--- src/rtl/mem_access_stage.sv ---
// MEM pipeline stage: word-aligned data-memory access with wait-state stalling and timeout abandonment.
// Latency 1 cycle to MEM/WB regs on completion; stalls upstream while memory is not ready, up to TIMEOUT cycles.
module mem_access_stage #(
  parameter int TIMEOUT = 16
) (
  input  logic        clk_i,
  input  logic        rst_ni,
  input  logic        valid_i,
  input  logic [31:0] ALUout_i,
  input  logic [31:0] ImmOp_i,
  input  logic [31:0] pcPlus4_i,
  input  logic [31:0] regOp2_i,
  input  logic        RegWrite_i,
  input  logic        MemWrite_i,
  input  logic [1:0]  WriteSrc_i,
  input  logic [4:0]  rd_i,
  output logic        dmem_req_o,
  output logic        dmem_we_o,
  output logic [31:0] dmem_addr_o,
  output logic [31:0] dmem_wdata_o,
  input  logic        dmem_ready_i,
  input  logic [31:0] dmem_rdata_i,
  output logic        stall_o,
  output logic        valid_o,
  output logic        RegWrite_o,
  output logic [4:0]  rd_o,
  output logic [31:0] Result_o,
  output logic        misalign_o,
  output logic        timeout_o
);

  typedef enum logic {IDLE = 1'b0, WAIT = 1'b1} state_t;

  localparam logic [7:0] LP_LAST = 8'(TIMEOUT - 1);

  state_t      r_state, w_next;
  logic [7:0]  r_cnt;
  logic        w_mem_op, w_misalign, w_access;
  logic        w_req, w_stall, w_complete, w_timeout, w_cnt_clr, w_cnt_inc;
  logic [31:0] w_result;
  logic        r_valid, r_regwrite, r_misalign, r_timeout;
  logic [4:0]  r_rd;
  logic [31:0] r_result;

  assign w_mem_op   = valid_i & (MemWrite_i | (WriteSrc_i == 2'b01));
  assign w_misalign = w_mem_op & (ALUout_i[1:0] != 2'b00);
  assign w_access   = w_mem_op & ~w_misalign;

  always_comb begin
    w_next     = r_state;
    w_req      = 1'b0;
    w_stall    = 1'b0;
    w_complete = 1'b0;
    w_timeout  = 1'b0;
    w_cnt_clr  = 1'b0;
    w_cnt_inc  = 1'b0;
    unique case (r_state)
      IDLE: begin
        if (w_access) begin
          w_req = 1'b1;
          if (dmem_ready_i) begin
            w_complete = 1'b1;
          end else begin
            w_stall   = 1'b1;
            w_next    = WAIT;
            w_cnt_clr = 1'b1;
          end
        end else if (valid_i && !w_mem_op) begin
          w_complete = 1'b1;
        end
      end
      WAIT: begin
        // Ready wins over timeout when both land on the last permitted cycle.
        if (w_access) begin
          w_req = 1'b1;
          if (dmem_ready_i) begin
            w_complete = 1'b1;
            w_next     = IDLE;
          end else if (r_cnt == LP_LAST) begin
            w_req     = 1'b0;
            w_timeout = 1'b1;
            w_next    = IDLE;
          end else begin
            w_stall   = 1'b1;
            w_cnt_inc = 1'b1;
          end
        end else begin
          w_next = IDLE;
        end
      end
      default: w_next = IDLE;
    endcase
  end

  always_comb begin
    w_result = ALUout_i;
    unique case (WriteSrc_i)
      2'b00: w_result = ALUout_i;
      2'b01: w_result = dmem_rdata_i;
      2'b10: w_result = pcPlus4_i;
      2'b11: w_result = ImmOp_i;
      default: w_result = ALUout_i;
    endcase
  end

  always_ff @(posedge clk_i or negedge rst_ni) begin
    if (!rst_ni) begin
      r_state    <= IDLE;
      r_cnt      <= 8'd0;
      r_valid    <= 1'b0;
      r_regwrite <= 1'b0;
      r_rd       <= 5'd0;
      r_result   <= 32'd0;
      r_misalign <= 1'b0;
      r_timeout  <= 1'b0;
    end else begin
      r_state    <= w_next;
      if (w_cnt_clr) r_cnt <= 8'd0;
      else if (w_cnt_inc) r_cnt <= r_cnt + 8'd1;
      r_valid    <= w_complete;
      r_regwrite <= w_complete & RegWrite_i;
      if (w_complete) begin
        r_rd     <= rd_i;
        r_result <= w_result;
      end
      r_misalign <= w_misalign;
      r_timeout  <= w_timeout;
    end
  end

  // Gating with rst_ni drops the request immediately when reset hits mid-access.
  assign dmem_req_o   = w_req & rst_ni;
  assign stall_o      = w_stall & rst_ni;
  assign dmem_we_o    = w_req & rst_ni & MemWrite_i;
  assign dmem_addr_o  = ALUout_i;
  assign dmem_wdata_o = regOp2_i;
  assign valid_o      = r_valid;
  assign RegWrite_o   = r_regwrite;
  assign rd_o         = r_rd;
  assign Result_o     = r_result;
  assign misalign_o   = r_misalign;
  assign timeout_o    = r_timeout;

endmodule

--- config.mk ---
export PLATFORM = sky130hd
export DESIGN_NAME = mem_access_stage
export DESIGN_NICKNAME = d
export VERILOG_FILES = /design/src/rtl/mem_access_stage.sv
export SDC_FILE = /design/constraint.sdc
export NUM_CORES = 1
export LEC_CHECK = 0
export ABC_AREA = 1
export CELL_PAD_IN_SITES_DETAIL_PLACEMENT = 1
export CELL_PAD_IN_SITES_GLOBAL_PLACEMENT = 1
export CORE_AREA = 2 2 126 128
export CTS_CLUSTER_SIZE = 28
export DETAILED_ROUTE_END_ITERATION = 8
export DIE_AREA = 0 0 128 130
export PLACE_DENSITY = 0.82
export SLEW_MARGIN = 40
export SYNTH_ARGS = -nofsm -noshare
export SYNTH_HDL_FRONTEND = slang
export SYNTH_SLANG_ARGS = --single-unit
--- constraint.sdc ---
create_clock -name clk_i -period 3.3 [get_ports clk_i]
set_input_delay 0.495 -clock clk_i [delete_from_list [all_inputs] [get_ports clk_i]]
set_output_delay 0.495 -clock clk_i [all_outputs]
set_load 0.02 [all_outputs]
Word level (Yosys, flattened, before mapping):

Cells that the tools add are included.

* latch bits: 0
* register bits: 50
* memories: 0
* memory bits (read-only): 0
* output and inout bits: 108
* word-level logic and storage cells: 52
* bits in writable memories: 0

* equal/unequal tests: 4
* add/sub/neg operators: 1
* bitwise gates (word level): 10
* multiply operators: 0
* magnitude comparators: 0
* shifts and indexed selects: 0
* divide/modulo/power cells: 0
* reduce and logical (&&, ||, !) cells: 5
* mux-type cells: 24

Operator list (number)
* $pmux 32 s4: 1
* $mux 1: 18
* $mux 8: 2
* $add 8x1->8 const B: 1
* $eq 8x4->1 const B: 1
* $and 1x1->1: 7
* $pmux 1 s2: 3
* $eq 2x2->1 const B: 2
* $reduce_bool 2->1: 2
* $eq 2x1->1 const B: 1
* $logic_not 2->1: 1
* $not 1->1: 2
* $logic_and 1x1->1: 1
* $logic_not 1->1: 1
* $or 1x1->1: 1

Logic depth before layout (Yosys ltp):

* word-level depth: 10
* gate-level depth with buffers: 11

Worst setup path before layout:

OpenSTA, ideal clock, no wires.

* path type: input port to output port
* start point: in ALUout_i[1]
* end point: out stall_o
* path slack: 1.351 ns
* stages: 5
* arrival time: 1.454 ns
* cells stage by stage: nor2_1 nand4_1 nor2_4 inv_2 nor2_1

* longest elaborated chain between the ends: 7
* elaborated cells between the ends (all ways): 8

RTL lines
* from (decl): line 9 `input logic [31:0] ALUout_i,`
* $reduce_bool 2->1 (*): line 46 `assign w_misalign = w_mem_op & (ALUout_i[1:0] != 2'b00);`
* $and 1x1->1 (*): line 46
* $not 1->1 (*): line 47 `assign w_access = w_mem_op & ~w_misalign;`
* $and 1x1->1 (*): line 47
* $mux 1, on equally long branches
* $pmux 1 s2 (*)
* named net w_next: line 36 `state_t r_state, w_next;`
* $and 1x1->1 (*): line 133 `assign stall_o = w_stall & rst_ni;`
* to (decl): line 23 `output logic stall_o,`

The timed path passes the listed nets; every way through them passes the cells marked *.

Worst setup path after layout:

* start point: in WriteSrc_i[0]
* end point: out stall_o

* longest elaborated chain between the ends: 9
* elaborated cells between the ends (all ways): 10

RTL lines
* from (decl): line 15 `input logic [1:0] WriteSrc_i,`
* $eq 2x1->1 (*): line 45 `assign w_mem_op = valid_i & (MemWrite_i | (WriteSrc_i == 2'b01));`
* $or 1x1->1 (*): line 45
* $and 1x1->1 (*): line 45
* $and 1x1->1: line 46
* $not 1->1: line 47
* $and 1x1->1 (*): line 47
* $mux 1, on equally long branches
* $pmux 1 s2 (*)
* named net w_next: line 36
* $and 1x1->1 (*): line 133

Marks and branches as above.

==> results.py <==
metrics = {
    "power": {
        "sw_frac_of_total": 0.316,
        "clkPwrFrac": 0.271,
        "leakage_uw": 0.00244,
        "p_comb_frac": 0.374,
        "p_int_uw": 1500,
        "peakVddDrop_mv": 0.173,
        "seqPwrFrac": 0.355,
        "powerDensity_nw_per_um2": 400,
        "power_switching_uw": 691,
    },
    "detailed_routing": {
        "wl_met2_mm": 6.77,
        "drt-met1-wl_mm": 5.42,
        "drt_wl_total_mm": 13.3,
        "wl_per_cell_um": 15.9,
        "drc": 0,
        "met3WireLength_um": 966,
        "ant_nets": 0,
        "routed.top_layer": "met4",
        "drtIter0Drc": 90,
        "routed_via_density": 4.45,
        "vias": 3728,
        "dr.pass1.iters": 4,
    },
    "min_path": {
        "hold_class": "in2async",
    },
    "yosys": {
        "syn_area_um2": 3430,
        "yosysSeqAreaShare": 0.365,
        "ys_types": 18,
        "synth_top_family_by_area": "simple AND/OR/NAND/NOR gates",
        "synth_fa_ha_area_frac": 0.00365,
        "synthMuxAreaShare": 0,
        "ys_ff_latch": 50,
        "synth-xor-area-share": 0.0102,
        "synth_compound_area_frac": 0.00219,
        "synth_nets": 673,
        "synth-simple-area-share": 0.419,
        "syn_inst": 499,
        "avgSynthCellArea_um2": 6.88,
        "yosysWarnings": 0,
    },
    "place": {
        "gp_congestion": 0.730,
        "port_buffers": 216,
        "dp_hpwl_mm": 10.0,
        "dp_cells": 829,
        "dp_slack_ns": 0.268,
    },
    "floorplan": {
        "die_y_um": 130,
        "die_w_um": 128,
        "io_pins": 281,
        "core_area_um2": 15400,
        "start_util": 0.222,
        "core.rowCount": 46,
        "die_area_um2": 16600,
    },
    "sta": {
        "period_needed_ns": 2.99,
        "whs_ns": 0.269,
        "grt_setup_unrepaired": "false",
        "clock_skew_ns": 0.00230,
        "fin_crit_sh": 0.906,
        "fin_tns_setup_ns": 0,
        "max-slew-margin-rel": 0.691,
        "setup-violations-final": 0,
        "fin_ws_ns": 0.310,
        "worstMarginPinSlew_ns": 0.464,
        "finalMaxSlewViolations": 0,
        "hold_viol_final": 0,
        "timing.fmax_mhz": 334,
    },
    "run": {
        "drv_cap": 0,
    },
    "status": {
        "outcome": "finished, final reports clean",
    },
    "worst_setup_path": {
        "reg2regPathDepth": 7,
        "cp.arrival_ns": 2.50,
        "rr_endpoint": "r_cnt[6]$_DFFE_PN0P_",
        "crit_type": "in2out",
        "endpoint": "stall_o",
        "cp_slowest_cell": "clkdlybuf4s50_1",
        "cp-end-kind": "output port",
        "cpMostUsedCell": "clkdlybuf4s50_1",
        "critical_path.startpoint": "WriteSrc_i[0]",
        "crit_chain": "clkdlybuf4s50_1 -> nand2_1 -> nand2_2 -> nand4_1 -> nor2_4 -> inv_2 -> nor2_1 -> clkdlybuf4s50_1",
        "crit_required_ns": 2.80,
        "crit_family": "buffers and inverters",
        "startpoint_type": "input port",
        "critPathMaxStageDelay_ns": 0.63,
        "r2r_start": "r_cnt[0]$_DFFE_PN0P_",
        "crit_buf_inv": 3,
        "cp_max_fo": 9,
        "cp.depth": 8,
        "ff2ff_setup_slack_ns": 1.76,
    },
    "finish": {
        "fin_nets": 818,
        "drive_gt1_frac": 0.0403,
        "final_cells": 837,
        "layout_common_cells": "nand2_1, clkdlybuf4s50_1, dfrtp_1, nand3_1, nand4_1",
        "diodes": 0,
        "final_common_cell": "nand2_1",
        "areaGrowthSynthToFinish_pct": 59.2,
    },
    "clocking": {
        "clk_pin_slew_ns": 0.07,
        "cts_tree": "done",
        "numCtsBuffers": 5,
        "cts.htree.levels": 2,
        "holdBufCountCts": 0,
        "cts_resized": 0,
        "max-clock-path-buffers": 2,
        "cts_sinks": 50,
        "cts-root-buf": "clkbuf_16",
        "cts_setup_buffers": 0,
        "clock_latency_ns": 0.29,
    },
    "global_route": {
        "globalRoute.totalOverflow": 0,
        "grt_pass1_vias": 3933,
        "antenna_found_initial": 0,
        "grt_pass1_wl_mm": 20.3,
        "grt_usage": 0.158,
        "grt_max_degree": 39,
    },
}
per-stage QoR:
stage	util	area, um2	power [uW]
floorplan	-	3430	1210
global placement	0.344	5300	1610
detailed placement	0.344	5300	1620
CTS	0.354	5460	2230
global route	0.354	5460	2310
finish	0.354	5460	2190
cells in the mapped netlist:
| cell type | count | area share |
|---|---|---|
| dfrtp_1 | 50 | 0.36 |
| nand3_2 | 1 | 0.0029 |
| a21boi_0 | 1 | 0.0022 |
| ha_1 | 1 | 0.0036 |
| buf_4 | 65 | 0.14 |
| nand3_1 | 50 | 0.073 |
| buf_6 | 5 | 0.016 |
| buf_2 | 8 | 0.012 |
| inv_2 | 2 | 0.0022 |
| nor2_4 | 1 | 0.0033 |
| xor2_1 | 4 | 0.010 |
| inv_1 | 15 | 0.016 |
| clkbuf_1 | 10 | 0.011 |
| nand2_1 | 232 | 0.25 |
| nand4_1 | 34 | 0.062 |
| nand2_2 | 3 | 0.0055 |
| nor2_1 | 16 | 0.018 |
| nor3_1 | 1 | 0.0015 |
worst register-to-register path: cells and delay by family (launching register included):
| kind | cells | cell delay, ns |
|---|---|---|
| fa+ha+maj | 1 | 0.20 |
| buf+inv | 1 | 0.18 |
| flops | 1 | 0.40 |
| simple gates | 5 | 0.65 |
power groups by stage:
stage	Combinational [uW]	Clock (uW)	Sequential, uW
after floorplan	312	0	895
after global placement	823	0	784
after detailed placement	830	0	791
after CTS	835	615	779
after global routing	891	631	793
final	818	592	777
logic make-up (layout without fill, tap and decap cells):
| kind of cell | count (synthesis) | in the layout |
|---|---|---|
| simple gates | 338 | 338 |
| flops | 50 | 50 |
| fa+ha+maj | 1 | 1 |
| compound gates | 1 | 1 |
| buf+inv | 105 | 251 |
| xor+xnor | 4 | 4 |
flip-flops by register name, summed over array words and instances, names as in the netlist:
name and flops:
valid_o 1, timeout_o 1, misalign_o 1, rd_o 5
RegWrite_o 1, Result_o 32, r_cnt 8, r_state 1
per-layer routing:
layer,vias to the layer above,track usage
met3,14,0.0406
met5,-,0
met1,1759,0.179
met4,0,0.0420
met2,138,0.294
li1,1817,-
how the worst min path moves through the flow:
stage                               endpoint  slack, ns  cells after the start
global placement    Result_o[19]$_DFFE_PN0P_       0.49                      2
CTS                     r_cnt[7]$_DFFE_PN0P_       0.26                      2
global route            r_cnt[0]$_DFFE_PN0P_       0.28                      2
finish                     r_state$_DFF_PN0_       0.27                      2
floorplan               RegWrite_o$_DFF_PN0_       0.20                      0
detailed placement  Result_o[27]$_DFFE_PN0P_       0.49                      2
final cells by class:
type,instances,area [um2]
Sequential cell,50,1250
Inverter,17,63.8
Multi-Input combinational cell,344,1500
Tap cell,192,240
Fill cell,1864,9960
Clock inverter,1,30.0
Clock buffer,7,133
Timing Repair Buffer,226,2240
(Power assumes the default switching activity.)
